<file path="src/rtl/mio_bus_arbiter.sv">
// rtl/mio_bus_arbiter.sv - CPU/DMA round-robin memory bus arbiter with slave timeout
module mio_bus_arbiter #(
  parameter int unsigned TIMEOUT  = 64,
  parameter logic [31:0] ERR_DATA = 32'hDEAD_BEEF
) (
  input  logic        clk_i,
  input  logic        reset_i,
  input  logic        cpu_req_i,
  input  logic        cpu_we_i,
  input  logic [31:0] cpu_addr_i,
  input  logic [31:0] cpu_wdata_i,
  output logic [31:0] cpu_rdata_o,
  output logic        cpu_ready_o,
  input  logic        dma_req_i,
  input  logic        dma_we_i,
  input  logic [31:0] dma_addr_i,
  input  logic [31:0] dma_wdata_i,
  output logic [31:0] dma_rdata_o,
  output logic        dma_ready_o,
  output logic        mem_req_o,
  output logic        mem_we_o,
  output logic [31:0] mem_addr_o,
  output logic [31:0] mem_wdata_o,
  input  logic [31:0] mem_rdata_i,
  input  logic        mem_ack_i,
  output logic        bus_err_o
);

  localparam int unsigned CW = $clog2(TIMEOUT + 1);
  localparam logic [CW-1:0] CNT_MAX = CW'(TIMEOUT - 1);

  typedef enum logic [1:0] {IDLE, BUS_CPU, BUS_DMA, RESP} state_e;

  state_e        state_q, state_d;
  logic          last_dma_q, last_dma_d;
  logic          owner_dma_q, owner_dma_d;
  logic [CW-1:0] cnt_q, cnt_d;
  logic          mem_we_q, mem_we_d;
  logic [31:0]   mem_addr_q, mem_addr_d;
  logic [31:0]   mem_wdata_q, mem_wdata_d;
  logic [31:0]   cpu_rdata_q, cpu_rdata_d;
  logic [31:0]   dma_rdata_q, dma_rdata_d;
  logic          bus_err_q, bus_err_d;

  always_comb begin
    state_d     = state_q;
    last_dma_d  = last_dma_q;
    owner_dma_d = owner_dma_q;
    cnt_d       = cnt_q;
    mem_we_d    = mem_we_q;
    mem_addr_d  = mem_addr_q;
    mem_wdata_d = mem_wdata_q;
    cpu_rdata_d = cpu_rdata_q;
    dma_rdata_d = dma_rdata_q;
    bus_err_d   = bus_err_q;

    case (state_q)
      IDLE: begin
        cnt_d = '0;
        // On a tie the CPU wins only if the DMA had the previous grant
        if (cpu_req_i && (!dma_req_i || last_dma_q)) begin
          owner_dma_d = 1'b0;
          mem_we_d    = cpu_we_i;
          mem_addr_d  = cpu_addr_i;
          mem_wdata_d = cpu_wdata_i;
          state_d     = BUS_CPU;
        end else if (dma_req_i) begin
          owner_dma_d = 1'b1;
          mem_we_d    = dma_we_i;
          mem_addr_d  = dma_addr_i;
          mem_wdata_d = dma_wdata_i;
          state_d     = BUS_DMA;
        end
      end
      BUS_CPU, BUS_DMA: begin
        if (mem_ack_i) begin
          if (!mem_we_q) begin
            if (owner_dma_q) dma_rdata_d = mem_rdata_i;
            else             cpu_rdata_d = mem_rdata_i;
          end
          state_d = RESP;
        end else if (cnt_q == CNT_MAX) begin
          if (owner_dma_q) dma_rdata_d = ERR_DATA;
          else             cpu_rdata_d = ERR_DATA;
          bus_err_d = 1'b1;
          state_d   = RESP;
        end else begin
          cnt_d = cnt_q + CW'(1);
        end
      end
      RESP: begin
        last_dma_d = owner_dma_q;
        state_d    = IDLE;
      end
      default: state_d = IDLE;
    endcase
  end

  always_ff @(posedge clk_i) begin
    if (reset_i) begin
      state_q     <= IDLE;
      last_dma_q  <= 1'b1;
      owner_dma_q <= 1'b0;
      cnt_q       <= '0;
      mem_we_q    <= 1'b0;
      mem_addr_q  <= '0;
      mem_wdata_q <= '0;
      cpu_rdata_q <= '0;
      dma_rdata_q <= '0;
      bus_err_q   <= 1'b0;
    end else begin
      state_q     <= state_d;
      last_dma_q  <= last_dma_d;
      owner_dma_q <= owner_dma_d;
      cnt_q       <= cnt_d;
      mem_we_q    <= mem_we_d;
      mem_addr_q  <= mem_addr_d;
      mem_wdata_q <= mem_wdata_d;
      cpu_rdata_q <= cpu_rdata_d;
      dma_rdata_q <= dma_rdata_d;
      bus_err_q   <= bus_err_d;
    end
  end

  assign mem_req_o   = (state_q == BUS_CPU) || (state_q == BUS_DMA);
  assign mem_we_o    = mem_we_q;
  assign mem_addr_o  = mem_addr_q;
  assign mem_wdata_o = mem_wdata_q;
  assign cpu_ready_o = (state_q == RESP) && !owner_dma_q;
  assign dma_ready_o = (state_q == RESP) && owner_dma_q;
  assign cpu_rdata_o = cpu_rdata_q;
  assign dma_rdata_o = dma_rdata_q;
  assign bus_err_o   = bus_err_q;

endmodule

</file>
<file path="config.mk">
export PLATFORM = sky130hd
export DESIGN_NAME = mio_bus_arbiter
export DESIGN_NICKNAME = d
export VERILOG_FILES = /design/src/rtl/mio_bus_arbiter.sv
export SDC_FILE = /design/constraint.sdc
export NUM_CORES = 1
export LEC_CHECK = 0
export CORE_MARGIN = 5
export CORE_UTILIZATION = 45
export CTS_BUF_LIST = sky130_fd_sc_hd__clkbuf_16
export CTS_CLUSTER_SIZE = 24
export DETAILED_ROUTE_END_ITERATION = 8
export PLACE_DENSITY = 0.87
export SETUP_SLACK_MARGIN = 0.3
export SLEW_MARGIN = 20
export SYNTH_ARGS = -nofsm -noshare
export SYNTH_HDL_FRONTEND = slang
export SYNTH_SLANG_ARGS = --single-unit
</file>
<file path="constraint.sdc">
create_clock -name clk_i -period 3.68 [get_ports clk_i]
set_input_delay 0.736 -clock clk_i [delete_from_list [all_inputs] [get_ports clk_i]]
set_output_delay 0.736 -clock clk_i [all_outputs]
set_load 0.02 [all_outputs]
</file>
==> Word-level counts from Yosys, hierarchy flattened <==
Cells that the tools add are included.
{ "totals": {"out_inout_bits": 133, "mem_count": 0, "rom_bits": 0, "ramBits": 0, "input_bits": 167, "ff_bits": 141, "elab_cells": 66, "latchBits": 0} }
{ "classes": {"n_bitwise": 2, "shifts": 0, "eq_ne": 9, "div": 0, "muxes": 26, "n_addsub": 1, "n_lt_le_gt_ge": 0, "multipliers": 0, "reduce_logical": 18} }
{ "ops": {"columns": ["operator", "n"], "rows": [
  ["$mux W32", 14],
  ["$mux W7", 2],
  ["$pmux W7 S2", 1],
  ["$mux W2", 4],
  ["$reduce_and A4 Y1", 2],
  ["$add A7 B1 Y7 const B", 1],
  ["$eq A7 B6 Y1 const B", 1],
  ["$ne A2 B2 Y1 const B", 3],
  ["$ne A3 B3 Y1 const B", 2],
  ["$pmux W2 S3", 1],
  ["$reduce_and A3 Y1", 2],
  ["$reduce_bool A2 Y1", 3],
  ["$eq A2 B2 Y1 const B", 2],
  ["$mux W1", 4],
  ["$reduce_and A2 Y1", 2],
  ["$logic_and A1 B1 Y1", 3],
  ["$eq A2 B1 Y1 const B", 1],
  ["$logic_not A1 Y1", 2],
  ["$logic_not A2 Y1", 1],
  ["$logic_or A1 B1 Y1", 2],
  ["$not A1 Y1", 2],
  ["$reduce_or A2 Y1", 1]
]} }

==> Logic depth before layout (Yosys ltp) <==
{ "logic_depth": {"word_depth": 5, "ltp_mapped": 8, "ltp_nobuf": 6} }

==> Worst setup path after synthesis <==
OpenSTA, ideal clock, no wires.
{ "synth_path": {"path_kind": "input-to-reg", "start": "input port mem_ack_i", "end": "register cpu_rdata_q[10] (netlist: cpu_rdata_o[10])", "required_time_ns": 3.560, "path_stages": 6, "setup_time_ns": 0.120, "t_arrival_ns": 1.784, "path_slack_ns": 1.777, "path_buffers": 3, "cell_sequence": "clkbuf_1 o41ai_4 nand3b_1 buf_6 buf_6 mux2i_1"} }
{ "synth_between": {"elab_chain_cells": 2, "elab_cells_between_ends": 4, "cone_classes": "eq/ne: 1; mux: 1; reduce/logical: 2"} }
{ "synth_rtl": {"columns": ["item", "line_no", "text"], "rows": [
  ["start, declared", "25", "input logic mem_ack_i,"],
  ["$ne A2 B2 Y1 (no line) / $reduce_bool A2 Y1 (equally long branches)", null, null],
  ["$reduce_and A4 Y1 (no line)", null, null],
  ["end signal, assigned", "119", "cpu_rdata_q <= cpu_rdata_d;"],
  ["end, declared", "41", "logic [31:0] cpu_rdata_q, cpu_rdata_d;"]
]} }
Several ways; a longest one is shown, not always the timed one.
A chain may end at the register's enable or synchronous reset.

==> Final worst setup path <==
{ "layout_path": {"start": "register state_q[0]", "end": "output port mem_req_o"} }
{ "layout_between": {"elab_chain_cells": 2, "elab_cells_between_ends": 3, "cone_classes": "eq/ne: 2; reduce/logical: 1"} }
{ "layout_rtl": {"columns": ["item", "line_no", "text"], "rows": [
  ["start, declared", "34", "state_e state_q, state_d;"],
  ["start signal, assigned", "112", "state_q <= state_d;"],
  ["$eq A2 B1 Y1 / $eq A2 B2 Y1 (equally long branches)", "125", "assign mem_req_o = (state_q == BUS_CPU) || (state_q == BUS_DMA);"],
  ["$logic_or A1 B1 Y1 (*)", "125", null],
  ["end, declared", "20", "output logic mem_req_o,"]
]} }
Mark *: on every way between the ends. The rest lies on a longest branch, timed or not.

==> metrics.yaml <==
run_status:
  run_status: "completed"
cells_and_area:
  final_common_cell: "clkdlybuf4s50_1"
  drive_above_1_share_pct: 5.05
  area_delta_synth_final_pct: 57.5
  nets: 1147
  fin_cells: 1170
  finalInstanceArea_um2: 9980
  postLayoutCoreUtil_pct: 72.2
  layout_common_cells: "clkdlybuf4s50_1, dfxtp_1, nand3_1"
  num_antenna_cells: 0
placed_design:
  dp_cells: 1138
  post_dp_cell_area_um2: 9330
  dp_hpwl_um: 14500
  place.gp.congestion: 0.941
  portBuffers: 299
floorplanning:
  io_pins: 300
  die_h_um: 129
  core_area_um2: 13800
  dieArea_um2: 16600
  initial_utilization_pct: 45.8
  rows: 43
  die_w_um: 129
clock_network:
  cts_resized: 0
  ctsHoldBuffers: 0
  clk_pin_slew_ns: 0.06
  cts_tree: "yes"
  cts.path.max_buffers: 2
  cts_max_level: 4
  clock_sinks: 141
  cts_made_buffers: 17
  clkLatencyLatePin_ns: 0.41
  post_cts_buffers: 0
  cts-root-buf: "clkbuf_16"
logic_synthesis:
  synth_area_per_cell_um2: 8.81
  ys_seq_area_share_pct: 44.5
  synth_area_um2: 6340
  ys_ff_latch: 141
  synth_top_cells_by_area: "dfxtp_1, mux2i_1, a311oi_1"
  ys_types: 35
  syn_nets: 889
  yosys.area.top_type: "dfxtp_1"
  yosysTopAreaCellShare_pct: 44.5
  syn_inst: 719
  yosys_warnings: 0
timing:
  rsz0062_at_grt: "no"
  fin_skew_ns: 0.00521
  setup_viol_count_final: 0
  worstMarginPinSlew_ns: 0.763
  fin_crit_sh_pct: 74.7
  maxSlewViolCount: 0
  finalSetupTns_ns: 0
  fmax_ghz: 0.364
  slew_headroom_pct: 48.8
  hold_violations: 0
  final.min_clock_period_ns: 2.75
global_route:
  grt_pass1_vias: 5873
  grt_usage_pct: 23.0
  grt_pass1_wl_um: 30400
  grt_max_degree: 78
  antenna_found_initial: 0
  grt_overflow: 0
drt:
  drc: 0
  dr_total_vias: 6075
  viasPerCell: 5.19
  wire_per_inst_um: 17.1
  dr.first_iter.drc_count: 359
  dr.pass1.iters: 5
  wirelength_um: 20000
  ant_nets: 0
hold_path:
  worstHoldPathType: "flip-flop to flip-flop"
setup_path:
  start_kind: "flip-flop"
  reg2reg_slack_ns: 1.61
  crit_fanout: 10
  critPathCaptureType: "primary output"
  cp_data_required_time_ns: 2.94
  crit_arrival_ns: 2.01
  crit_type: "flip-flop to primary output"
pwr:
  power_mw: 6.49
  power_density_nw_per_um2: 651
  leakage_nw: 4.23
  ir_drop_mv: 0.435
run:
  maxCapViolations: 0
## registers in the layout (all words and copies together), names as in the netlist
name	flops
bus_err_o	1
dma_rdata_o	32
last_dma_q	1
mem_addr_o	32
owner_dma_q	1
mem_wdata_o	32
mem_we_o	1
state_q	2
cpu_rdata_o	32
cnt_q	7
## synth_stat cells
cell type  instances
a211o_1            1
a21o_1            24
o21a_1             1
a211oi_1           2
clkbuf_1          49
a21oi_1            8
o21ba_1            1
buf_2              9
nand3b_1          12
o41ai_4            1
nor3_1             1
a311oi_1          67
buf_1              5
nand4_1            1
buf_6              7
nor3b_1            1
o21ai_1            1
o31a_1             2
o31ai_1            1
nand3_2            1
o21ai_0            1
inv_1             29
nand2_1           69
o2111ai_1          1
a31oi_1            1
nor2b_1            2
dfxtp_1          141
a2bb2oi_1          1
ha_1               3
nand3_4            1
mux2i_1           64
nand2b_1          69
nor2_1            69
nand3_1           72
and2_1             1
## stage by stage
step / setup WS [ns] / hold WS (ns)
after floorplan: 1.78 / 0.427
after detailed placement: 1.09 / 0.449
after CTS: 0.895 / 0.473
final: 0.932 / 0.470
after global placement: 1.17 / 0.451
after global routing: 0.855 / 0.498
## power by group
part / total, mW / internal [mW] / switching, mW
clock network: 1.86 / 1.20 / 0.660
logic: 2.55 / 1.17 / 1.38
registers: 2.09 / 1.89 / 0.199
total: 6.49 / 4.26 / 2.23
## critical path, stage by stage (launching register included)
cell             delay (ns)
dfxtp_1                0.36
inv_1                  0.06
ha_1                   0.48
clkdlybuf4s50_1        0.70
## cells by family (layout without fill, tap and decap cells)
family | Yosys count | in the layout | synth area share, %
flops | 141 | 141 | 44.5
fa+ha+maj | 3 | 3 | 0.592
simple gates | 299 | 299 | 23.1
mux | 64 | 64 | 10.1
buf+inv | 99 | 370 | 6.87
compound gates | 113 | 113 | 14.8
## cell type report
| cell class | instances | area [um2] |
|---|---|---|
| clock buffers | 17 | 425 |
| clock inverters | 15 | 219 |
| fillers | 1036 | 3840 |
| inverters | 29 | 109 |
| multi-input cells | 479 | 3100 |
| flip-flops and latches | 141 | 2820 |
| well taps | 180 | 225 |
| repair buffers | 309 | 3090 |
## per-layer routing
layer / vias up / track usage (%) / routed length, um
li1: 3022 / - / -
met1: 2787 / 27.3 / 7860
met2: 240 / 38.9 / 9780
met3: 26 / 7.56 / 1930
met4: 0 / 8.59 / 481
met5: - / 0 / 0
## final timing paths
kind / start / cells after the start / end
worst max-delay path: state_q[0] / 3 / mem_req_o
worst min register to register: bus_err_o / 2 / bus_err_o
worst max register to register: state_q[0] / 6 / mem_wdata_o[19]
worst min-delay path: bus_err_o / 2 / bus_err_o
No activity file was read; power rests on OpenSTA's default activity.
